==> src/rtl/spi_slave.sv <==
// spi_slave: SPI mode-0 responder that runs on the system clock.
// cs_n/sclk/mosi are synchronised and edge-detected on clk. A DW-bit word is
// shifted out on miso while a DW-bit word is shifted in from mosi. One word can
// be buffered for transmit, and a frame may carry several consecutive words.
module spi_slave #(
  parameter int              DW          = 8,
  parameter int              LSB_FIRST   = 1,
  parameter int              SYNC_STAGES = 2,
  parameter logic [DW-1:0]   DEFAULT_TX  = {DW{1'b0}}
) (
  input  logic          clk,
  input  logic          reset,
  input  logic          cs_n,
  input  logic          sclk,
  input  logic          mosi,
  output logic          miso,
  output logic          miso_oe,
  input  logic [DW-1:0] tx_data,
  input  logic          tx_valid,
  output logic          tx_ready,
  output logic [DW-1:0] rx_data,
  output logic          rx_valid,
  output logic          tx_underrun,
  output logic          busy
);

  localparam int             CW        = (DW > 2) ? $clog2(DW) : 1;
  localparam logic [CW-1:0]  LAST_BIT  = CW'(DW - 1);
  localparam logic [CW-1:0]  CNT_ZERO  = {CW{1'b0}};
  localparam logic [CW-1:0]  CNT_ONE   = {{(CW-1){1'b0}}, 1'b1};
  localparam logic [0:0]     ST_IDLE   = 1'b0;
  localparam logic [0:0]     ST_ACTIVE = 1'b1;

  // Bit that goes on the wire first for a freshly loaded word.
  function automatic logic first_bit(input logic [DW-1:0] w);
    if (LSB_FIRST != 0) first_bit = w[0];
    else                first_bit = w[DW-1];
  endfunction

  // Drop the bit just sent so the next one sits in the "first bit" slot.
  function automatic logic [DW-1:0] tx_advance(input logic [DW-1:0] w);
    if (LSB_FIRST != 0) tx_advance = {1'b0, w[DW-1:1]};
    else                tx_advance = {w[DW-2:0], 1'b0};
  endfunction

  // Insert a received bit so that after DW bits the word is in natural order.
  function automatic logic [DW-1:0] rx_insert(input logic [DW-1:0] w, input logic b);
    if (LSB_FIRST != 0) rx_insert = {b, w[DW-1:1]};
    else                rx_insert = {w[DW-2:0], b};
  endfunction

  logic [SYNC_STAGES-1:0] cs_sync_r;
  logic [SYNC_STAGES-1:0] sclk_sync_r;
  logic [SYNC_STAGES-1:0] mosi_sync_r;
  logic                   cs_prev_r;
  logic                   sclk_prev_r;

  logic                   cs_s;
  logic                   sclk_s;
  logic                   mosi_s;
  logic                   cs_fall_s;
  logic                   cs_rise_s;
  logic                   sclk_rise_s;
  logic                   sclk_fall_s;

  logic [0:0]             state_r,       state_nxt_s;
  logic [CW-1:0]          bit_cnt_r,     bit_cnt_nxt_s;
  logic                   word_done_r,   word_done_nxt_s;
  logic [DW-1:0]          tx_sh_r,       tx_sh_nxt_s;
  logic [DW-1:0]          rx_sh_r,       rx_sh_nxt_s;
  logic [DW-1:0]          buf_r,         buf_nxt_s;
  logic                   tx_ready_r,    tx_ready_nxt_s;
  logic                   miso_r,        miso_nxt_s;
  logic                   miso_oe_r,     miso_oe_nxt_s;
  logic [DW-1:0]          rx_data_r,     rx_data_nxt_s;
  logic                   rx_valid_r,    rx_valid_nxt_s;
  logic                   tx_underrun_r, tx_underrun_nxt_s;
  logic                   busy_r,        busy_nxt_s;
  logic                   load_s;
  logic [DW-1:0]          load_word_s;
  logic [DW-1:0]          rx_word_s;
  logic [DW-1:0]          tx_adv_s;

  assign cs_s        = cs_sync_r[SYNC_STAGES-1];
  assign sclk_s      = sclk_sync_r[SYNC_STAGES-1];
  assign mosi_s      = mosi_sync_r[SYNC_STAGES-1];
  assign cs_fall_s   = cs_prev_r & ~cs_s;
  assign cs_rise_s   = ~cs_prev_r & cs_s;
  assign sclk_rise_s = ~sclk_prev_r & sclk_s;
  assign sclk_fall_s = sclk_prev_r & ~sclk_s;

  // Bring the asynchronous SPI pins into the clk domain and keep the previous synced values.
  always_ff @(posedge clk) begin
    if (reset) begin
      cs_sync_r   <= {SYNC_STAGES{1'b1}};
      sclk_sync_r <= {SYNC_STAGES{1'b0}};
      mosi_sync_r <= {SYNC_STAGES{1'b0}};
      cs_prev_r   <= 1'b1;
      sclk_prev_r <= 1'b0;
    end else begin
      cs_sync_r   <= {cs_sync_r[SYNC_STAGES-2:0], cs_n};
      sclk_sync_r <= {sclk_sync_r[SYNC_STAGES-2:0], sclk};
      mosi_sync_r <= {mosi_sync_r[SYNC_STAGES-2:0], mosi};
      cs_prev_r   <= cs_s;
      sclk_prev_r <= sclk_s;
    end
  end

  // Frame FSM, shift registers and the one-entry transmit buffer.
  always_comb begin
    state_nxt_s       = state_r;
    bit_cnt_nxt_s     = bit_cnt_r;
    word_done_nxt_s   = word_done_r;
    tx_sh_nxt_s       = tx_sh_r;
    rx_sh_nxt_s       = rx_sh_r;
    buf_nxt_s         = buf_r;
    tx_ready_nxt_s    = tx_ready_r;
    miso_nxt_s        = miso_r;
    miso_oe_nxt_s     = miso_oe_r;
    rx_data_nxt_s     = rx_data_r;
    rx_valid_nxt_s    = 1'b0;
    tx_underrun_nxt_s = 1'b0;
    load_s            = 1'b0;
    rx_word_s         = rx_insert(rx_sh_r, mosi_s);
    tx_adv_s          = tx_advance(tx_sh_r);
    // An empty buffer (tx_ready high) means this load is an underrun.
    load_word_s       = tx_ready_r ? DEFAULT_TX : buf_r;

    case (state_r)
      ST_IDLE: begin
        if (cs_fall_s) begin
          state_nxt_s     = ST_ACTIVE;
          load_s          = 1'b1;
          bit_cnt_nxt_s   = CNT_ZERO;
          word_done_nxt_s = 1'b0;
          miso_oe_nxt_s   = 1'b1;
        end else begin
          state_nxt_s     = ST_IDLE;
        end
      end
      ST_ACTIVE: begin
        // Deselect wins over any sclk edge seen in the same cycle.
        if (cs_rise_s) begin
          state_nxt_s     = ST_IDLE;
          miso_oe_nxt_s   = 1'b0;
          miso_nxt_s      = 1'b0;
          bit_cnt_nxt_s   = CNT_ZERO;
          word_done_nxt_s = 1'b0;
        end else if (sclk_rise_s) begin
          rx_sh_nxt_s = rx_word_s;
          if (bit_cnt_r == LAST_BIT) begin
            rx_data_nxt_s   = rx_word_s;
            rx_valid_nxt_s  = 1'b1;
            bit_cnt_nxt_s   = CNT_ZERO;
            word_done_nxt_s = 1'b1;
          end else begin
            bit_cnt_nxt_s   = bit_cnt_r + CNT_ONE;
          end
        end else if (sclk_fall_s) begin
          if (bit_cnt_r != CNT_ZERO) begin
            tx_sh_nxt_s = tx_adv_s;
            miso_nxt_s  = first_bit(tx_adv_s);
          end else if (word_done_r) begin
            // Falling edge after a completed word starts the next word.
            load_s          = 1'b1;
            word_done_nxt_s = 1'b0;
          end else begin
            word_done_nxt_s = word_done_r;
          end
        end else begin
          state_nxt_s = ST_ACTIVE;
        end
      end
      default: begin
        state_nxt_s     = ST_IDLE;
        miso_oe_nxt_s   = 1'b0;
        miso_nxt_s      = 1'b0;
        bit_cnt_nxt_s   = CNT_ZERO;
        word_done_nxt_s = 1'b0;
      end
    endcase

    if (load_s) begin
      tx_sh_nxt_s       = load_word_s;
      miso_nxt_s        = first_bit(load_word_s);
      tx_underrun_nxt_s = tx_ready_r;
      tx_ready_nxt_s    = 1'b1;
    end else begin
      tx_sh_nxt_s       = tx_sh_nxt_s;
    end

    // A handshake in the same cycle as a load stays buffered for the next word.
    if (tx_valid && tx_ready_r) begin
      buf_nxt_s      = tx_data;
      tx_ready_nxt_s = 1'b0;
    end else begin
      buf_nxt_s      = buf_nxt_s;
    end

    busy_nxt_s = (state_nxt_s == ST_ACTIVE);
  end

  // State and output registers.
  always_ff @(posedge clk) begin
    if (reset) begin
      state_r       <= ST_IDLE;
      bit_cnt_r     <= CNT_ZERO;
      word_done_r   <= 1'b0;
      tx_sh_r       <= {DW{1'b0}};
      rx_sh_r       <= {DW{1'b0}};
      buf_r         <= {DW{1'b0}};
      tx_ready_r    <= 1'b1;
      miso_r        <= 1'b0;
      miso_oe_r     <= 1'b0;
      rx_data_r     <= {DW{1'b0}};
      rx_valid_r    <= 1'b0;
      tx_underrun_r <= 1'b0;
      busy_r        <= 1'b0;
    end else begin
      state_r       <= state_nxt_s;
      bit_cnt_r     <= bit_cnt_nxt_s;
      word_done_r   <= word_done_nxt_s;
      tx_sh_r       <= tx_sh_nxt_s;
      rx_sh_r       <= rx_sh_nxt_s;
      buf_r         <= buf_nxt_s;
      tx_ready_r    <= tx_ready_nxt_s;
      miso_r        <= miso_nxt_s;
      miso_oe_r     <= miso_oe_nxt_s;
      rx_data_r     <= rx_data_nxt_s;
      rx_valid_r    <= rx_valid_nxt_s;
      tx_underrun_r <= tx_underrun_nxt_s;
      busy_r        <= busy_nxt_s;
    end
  end

  assign miso        = miso_r;
  assign miso_oe     = miso_oe_r;
  assign tx_ready    = tx_ready_r;
  assign rx_data     = rx_data_r;
  assign rx_valid    = rx_valid_r;
  assign tx_underrun = tx_underrun_r;
  assign busy        = busy_r;

endmodule

==> config.mk <==
export PLATFORM = sky130hd
export DESIGN_NAME = spi_slave
export DESIGN_NICKNAME = d
export VERILOG_FILES = /design/src/rtl/spi_slave.sv
export SDC_FILE = /design/constraint.sdc
export NUM_CORES = 1
export LEC_CHECK = 0
export ABC_AREA = 1
export BUFFER_PORTS_ARGS = -buffer_cell sky130_fd_sc_hd__buf_4
export CORE_ASPECT_RATIO = 1.75
export CORE_MARGIN = 2
export CORE_UTILIZATION = 40
export CTS_CLUSTER_DIAMETER = 100
export DETAILED_ROUTE_END_ITERATION = 12
export PLACE_DENSITY = 0.64
export SLEW_MARGIN = 20
export SYNTH_ARGS = -nofsm -noshare
export SYNTH_HDL_FRONTEND = slang
export SYNTH_SLANG_ARGS = --single-unit
==> constraint.sdc <==
create_clock -name clk -period 2.85 [get_ports clk]
set_input_delay 0.57 -clock clk [delete_from_list [all_inputs] [get_ports clk]]
set_output_delay 0.57 -clock clk [all_outputs]
set_load 0.05 [all_outputs]
# Yosys cells after proc, flatten, opt, wreduce, memory -nomap -nowiden

Index checks and enable logic that the tools add are counted.

Register bits after elaboration: 50
Bits of input ports: 14
Output and inout bits: 14
Word-level logic and storage cells: 97

Add/subtract/negate cells: 1
Equality and inequality tests: 10
Mux-type cells: 40
Bitwise operators: 12
Reductions and logical operators: 17

Operators by type and width:

| kind                                                   | number |
|---|---|
| two-way mux 8 bit                                      | 7 |
| two-way mux 1 bit                                      | 24 |
| two-way mux 3 bit                                      | 4 |
| AND reduction 4 bit                                    | 3 |
| nonzero test 3 bit                                     | 3 |
| inequality test 4 bit (second input constant)          | 2 |
| NOT 1 bit                                              | 8 |
| case mux 1 bit (2 select lines)                        | 4 |
| nonzero test 2 bit                                     | 4 |
| case mux 3 bit (2 select lines)                        | 1 |
| AND reduction 5 bit                                    | 1 |
| bitwise AND 1 bit                                      | 4 |
| inequality test 2 x 1 -> 1 bit (second input constant) | 2 |
| inequality test 2 bit (second input constant)          | 2 |
| inequality test 4 x 3 -> 1 bit (second input constant) | 1 |
| AND reduction 2 bit                                    | 2 |
| OR reduction 4 bit                                     | 1 |
| adder 3 x 1 -> 3 bit (second input constant)           | 1 |
| equality test 3 bit (second input constant)            | 1 |
| inequality test 3 x 2 -> 1 bit (second input constant) | 1 |
| inequality test 3 bit (second input constant)          | 1 |
| AND reduction 3 bit                                    | 1 |
| OR reduction 2 bit                                     | 1 |
| logical AND 1 bit                                      | 1 |

# Longest topological paths before layout

Depth after elaboration: 8
Mapped depth: 11
Mapped depth without buffers: 11

# Worst setup path before layout

No wires, ideal clock.

Kind: reg2reg
Start point: reg, netlist name busy
End point: reg rx_data_r[3] (netlist: rx_data[3])
Setup time: 0.132 ns
Arrival: 1.555 ns
Required time: 2.718 ns
Path slack: 1.163 ns
Cell stages (with the launch flop): 8
Buffers on the path: 0
Period minus slack after synthesis: 1.687 ns
Cell sequence: dfxtp_1 > inv_1 > a21oi_2 > nand2_2 > inv_2 > nand2_1 > nand2_1 > a21oi_1

RTL lines:

| element              | RTL line | source |
|---|---|---|
| to (signal assigned) | 215      | `rx_data_r <= {DW{1'b0}};` |
| to (signal assigned) | 229      | `rx_data_r <= rx_data_nxt_s;` |
| to (decl)            | 75       | `logic [DW-1:0] rx_data_r, rx_data_nxt_s;` |

==> run_results.csv <==
group,metric,value,unit
logic_synthesis,yosys-top-cells-count,"nand2_1, dfxtp_1, nor2_1",
grt,grtUsageTotal,15.5,%
place,placed_cells,336,
run,drv_cap,0,
clock_tree,numCtsBuffers,5,
floorplanning,ios,28,
floorplanning,die_y,96.5,µm
route,wire_per_inst,11.6,µm
route,first_iter_violations,53,
place,gp_congestion,0.773,
critical_path,critical_path.max_stage_delay,0.40,ns
critical_path,crit_fanout,18,
sta,fin_crit,1.64,ns
logic_synthesis,synth_top_area_share,49.1,%
grt,grt_pass1_vias,1502,
logic_synthesis,synth-edff-count,0,
sta,final.period_utilization,57.7,%
clock_tree,postCtsSetupRepairBufs,0,
critical_path,path_delay_family,"simple AND/OR/NAND/NOR gates",
run_status,status,"finished, final reports clean",
pwr,intPower,990,µW
logic_synthesis,synth_most_common_cell,"nand2_1",
route,ant_nets,0,
final_layout,nNetsFinal,310,
route,num_vias,1623,
pwr,powerDensity,573,nW/µm²
sta,hold_viol,0,
critical_path,crit_type,"flop to flop",
grt,grt_pass1_wl,6560,µm
pwr,comb_power_share,8.1,%
min_path,hp-class,"flop to flop",
sta,maxClockFrequency,0.608,GHz
place,hpwl,2830,µm
logic_synthesis,synthCells,265,
logic_synthesis,synth-seq-cells,48,
clock_tree,root_buffer,"clkbuf_8",
floorplanning,row_count,33,
sta,worstMarginPinSlew,0.617,ns
logic_synthesis,synthArstFlopShare,0,%
pwr,power.leakage,1.07,nW
critical_path,path_buf_inv,2,
final_layout,area.growth.synth_to_final,16.6,%
pwr,power_frac_seq,54.1,%
floorplanning,start_util,41.5,%
route,wl,3990,µm
floorplanning,coreArea,4710,µm²
sta,rsz0062_at_grt,"no",
critical_path,slowest_stage,"dfxtp_1",
clock_tree,clk_latency,0.30,ns
clock_tree,postCtsResizedCells,0,
sta,setup_viol,0,
final_layout,stdcell_count,344,
final_layout,drive_above_1_share,16.4,%
grt,antenna_found_initial,0,
logic_synthesis,synthTopCellsByArea,"dfxtp_1, nand2_1, nor2_1",
logic_synthesis,yosysTopAreaCell,"dfxtp_1",
critical_path,cp-end-kind,"flop",
sta,slew_headroom,58.8,%
pwr,power_switching,316,µW
critical_path,start_kind,"flop",
route,viasPerCell,4.72,
sta,tns,0,ns
grt,grt_max_degree,28,
pwr,power.share.clock,37.8,%
pwr,p_sw_share,24.2,%
logic_synthesis,yosysWarnings,0,
critical_path,cp.arrival,1.84,ns
pwr,ir_drop,0.000427,V
floorplanning,fp.dieArea,5490,µm²
final_layout,fillers,486,
place,portBuffers,27,
clock_tree,cts_tree,"yes",
route,drc,0,
clock_tree,clock_sinks,48,
clock_tree,cts_hold_buf,0,
critical_path,required,3.04,ns
clock_tree,cts.clk_slew.worst_paths,0.09,ns
logic_synthesis,yosysSeqAreaShare,49.1,%
critical_path,worstPathCellList,"inv_1 > a21oi_2 > nand2_2 > inv_2 > nand2_1 > nand2_1 > a21oi_1",
grt,globalRoute.totalOverflow,0,
clock_tree,cts_buffer_depth,2,
floorplanning,die_w,56.9,µm
logic_synthesis,netlist_area,1960,µm²
sta,skew,0.00783,ns
clock_tree,htreeDepth,2,
final_layout,num_antenna_cells,0,
logic_synthesis,synth.avg_cell_area,7.38,µm²
sta,timing.final.max_slew_violations,0,
critical_path,critPathMostFrequentCell,"nand2_1",
logic_synthesis,synth.net_count,284,
route,first_pass_iters,4,
logic_synthesis,ys_types,23,
logic_synthesis,synthFlopType,"dfxtp_1",
cell families after synthesis:
| group | share of synthesized area, % |
|---|---|
| AOI/OAI and AO/OA | 9.73 |
| DFF | 49.1 |
| and+or+nand+nor | 29.8 |
| buffers and inverters | 8.12 |
| adders and majority gates | 3.20 |
final timing paths:
check | start | end | slack [ns] | cells after the start
max | busy | rx_data[1] | 1.21 | 7
min | mosi_sync_r[0] | mosi_sync_r[1] | 0.41 | 2
max reg2reg | busy | rx_data[1] | 1.21 | 7
min reg2reg | mosi_sync_r[0] | mosi_sync_r[1] | 0.41 | 2
layer usage:
layer / up-vias / wire, µm / track usage (%)
li1: 886 / - / -
met1: 706 / 1650 / 15.7
met2: 25 / 2160 / 30.1
met3: 6 / 115 / 3.20
met4: 0 / 68 / 6.98
met5: - / 0 / 0
tightest hold or removal path, cell delays in order, from the launching register on:
cell and delay [ns]:
dfxtp_1 0.31, inv_1 0.04, nor2_1 0.03
final cells by class:
| cell class | instances | area (µm²) | share of cell area, % |
|---|---|---|---|
| Multi-Input combinational cell | 181 | 836 | 36.6 |
| Tap cell | 52 | 65.1 | 2.85 |
| Sequential cell | 48 | 961 | 42.1 |
| Clock buffer | 5 | 68.8 | 3.02 |
| Timing Repair Buffer | 27 | 203 | 8.89 |
| Clock inverter | 3 | 42.5 | 1.87 |
| Inverter | 28 | 105 | 4.61 |
cells in the final DEF, fill, tap and decap left out, drive strengths merged:
cell,n
clkinv,2
dfxtp,48
nand3,21
clkinvlp,1
ha,5
buf,27
o21ai,15
nand2,72
nor2,40
a21oi,20
or2,2
nor3,3
bufinv,1
clkbuf,5
nand4,2
inv,27
o211ai,1
power groups by stage:
stage | clock network, mW | registers [mW] | logic [mW]
finish | 0.494 | 0.706 | 0.106
CTS | 0.507 | 0.706 | 0.108
floorplan | 0 | 0.730 | 0.0636
detailed placement | 0 | 0.722 | 0.107
global route | 0.534 | 0.708 | 0.120
global placement | 0 | 0.721 | 0.107
flip-flops by register name, summed over array words and instances (netlist names), 2 cells and up:
name / cells
tx_sh_r: 7
rx_sh_r: 7
cs_sync_r: 2
rx_data: 8
buf_r: 8
mosi_sync_r: 2
sclk_sync_r: 2
bit_cnt_r: 3
per-stage QoR:
step	power (mW)	instance area (µm²)	worst slack (ns)	utilization (%)	hold WS, ns
after floorplan	0.794	1960	1.16	-	0.388
after global placement	0.828	2170	1.18	46.1	0.391
after detailed placement	0.829	2170	1.16	46.1	0.394
after CTS	1.32	2280	1.20	48.5	0.409
after global routing	1.36	2280	1.02	48.5	0.421
final	1.31	2280	1.21	48.5	0.407
Power figures use the tool's default switching activity.
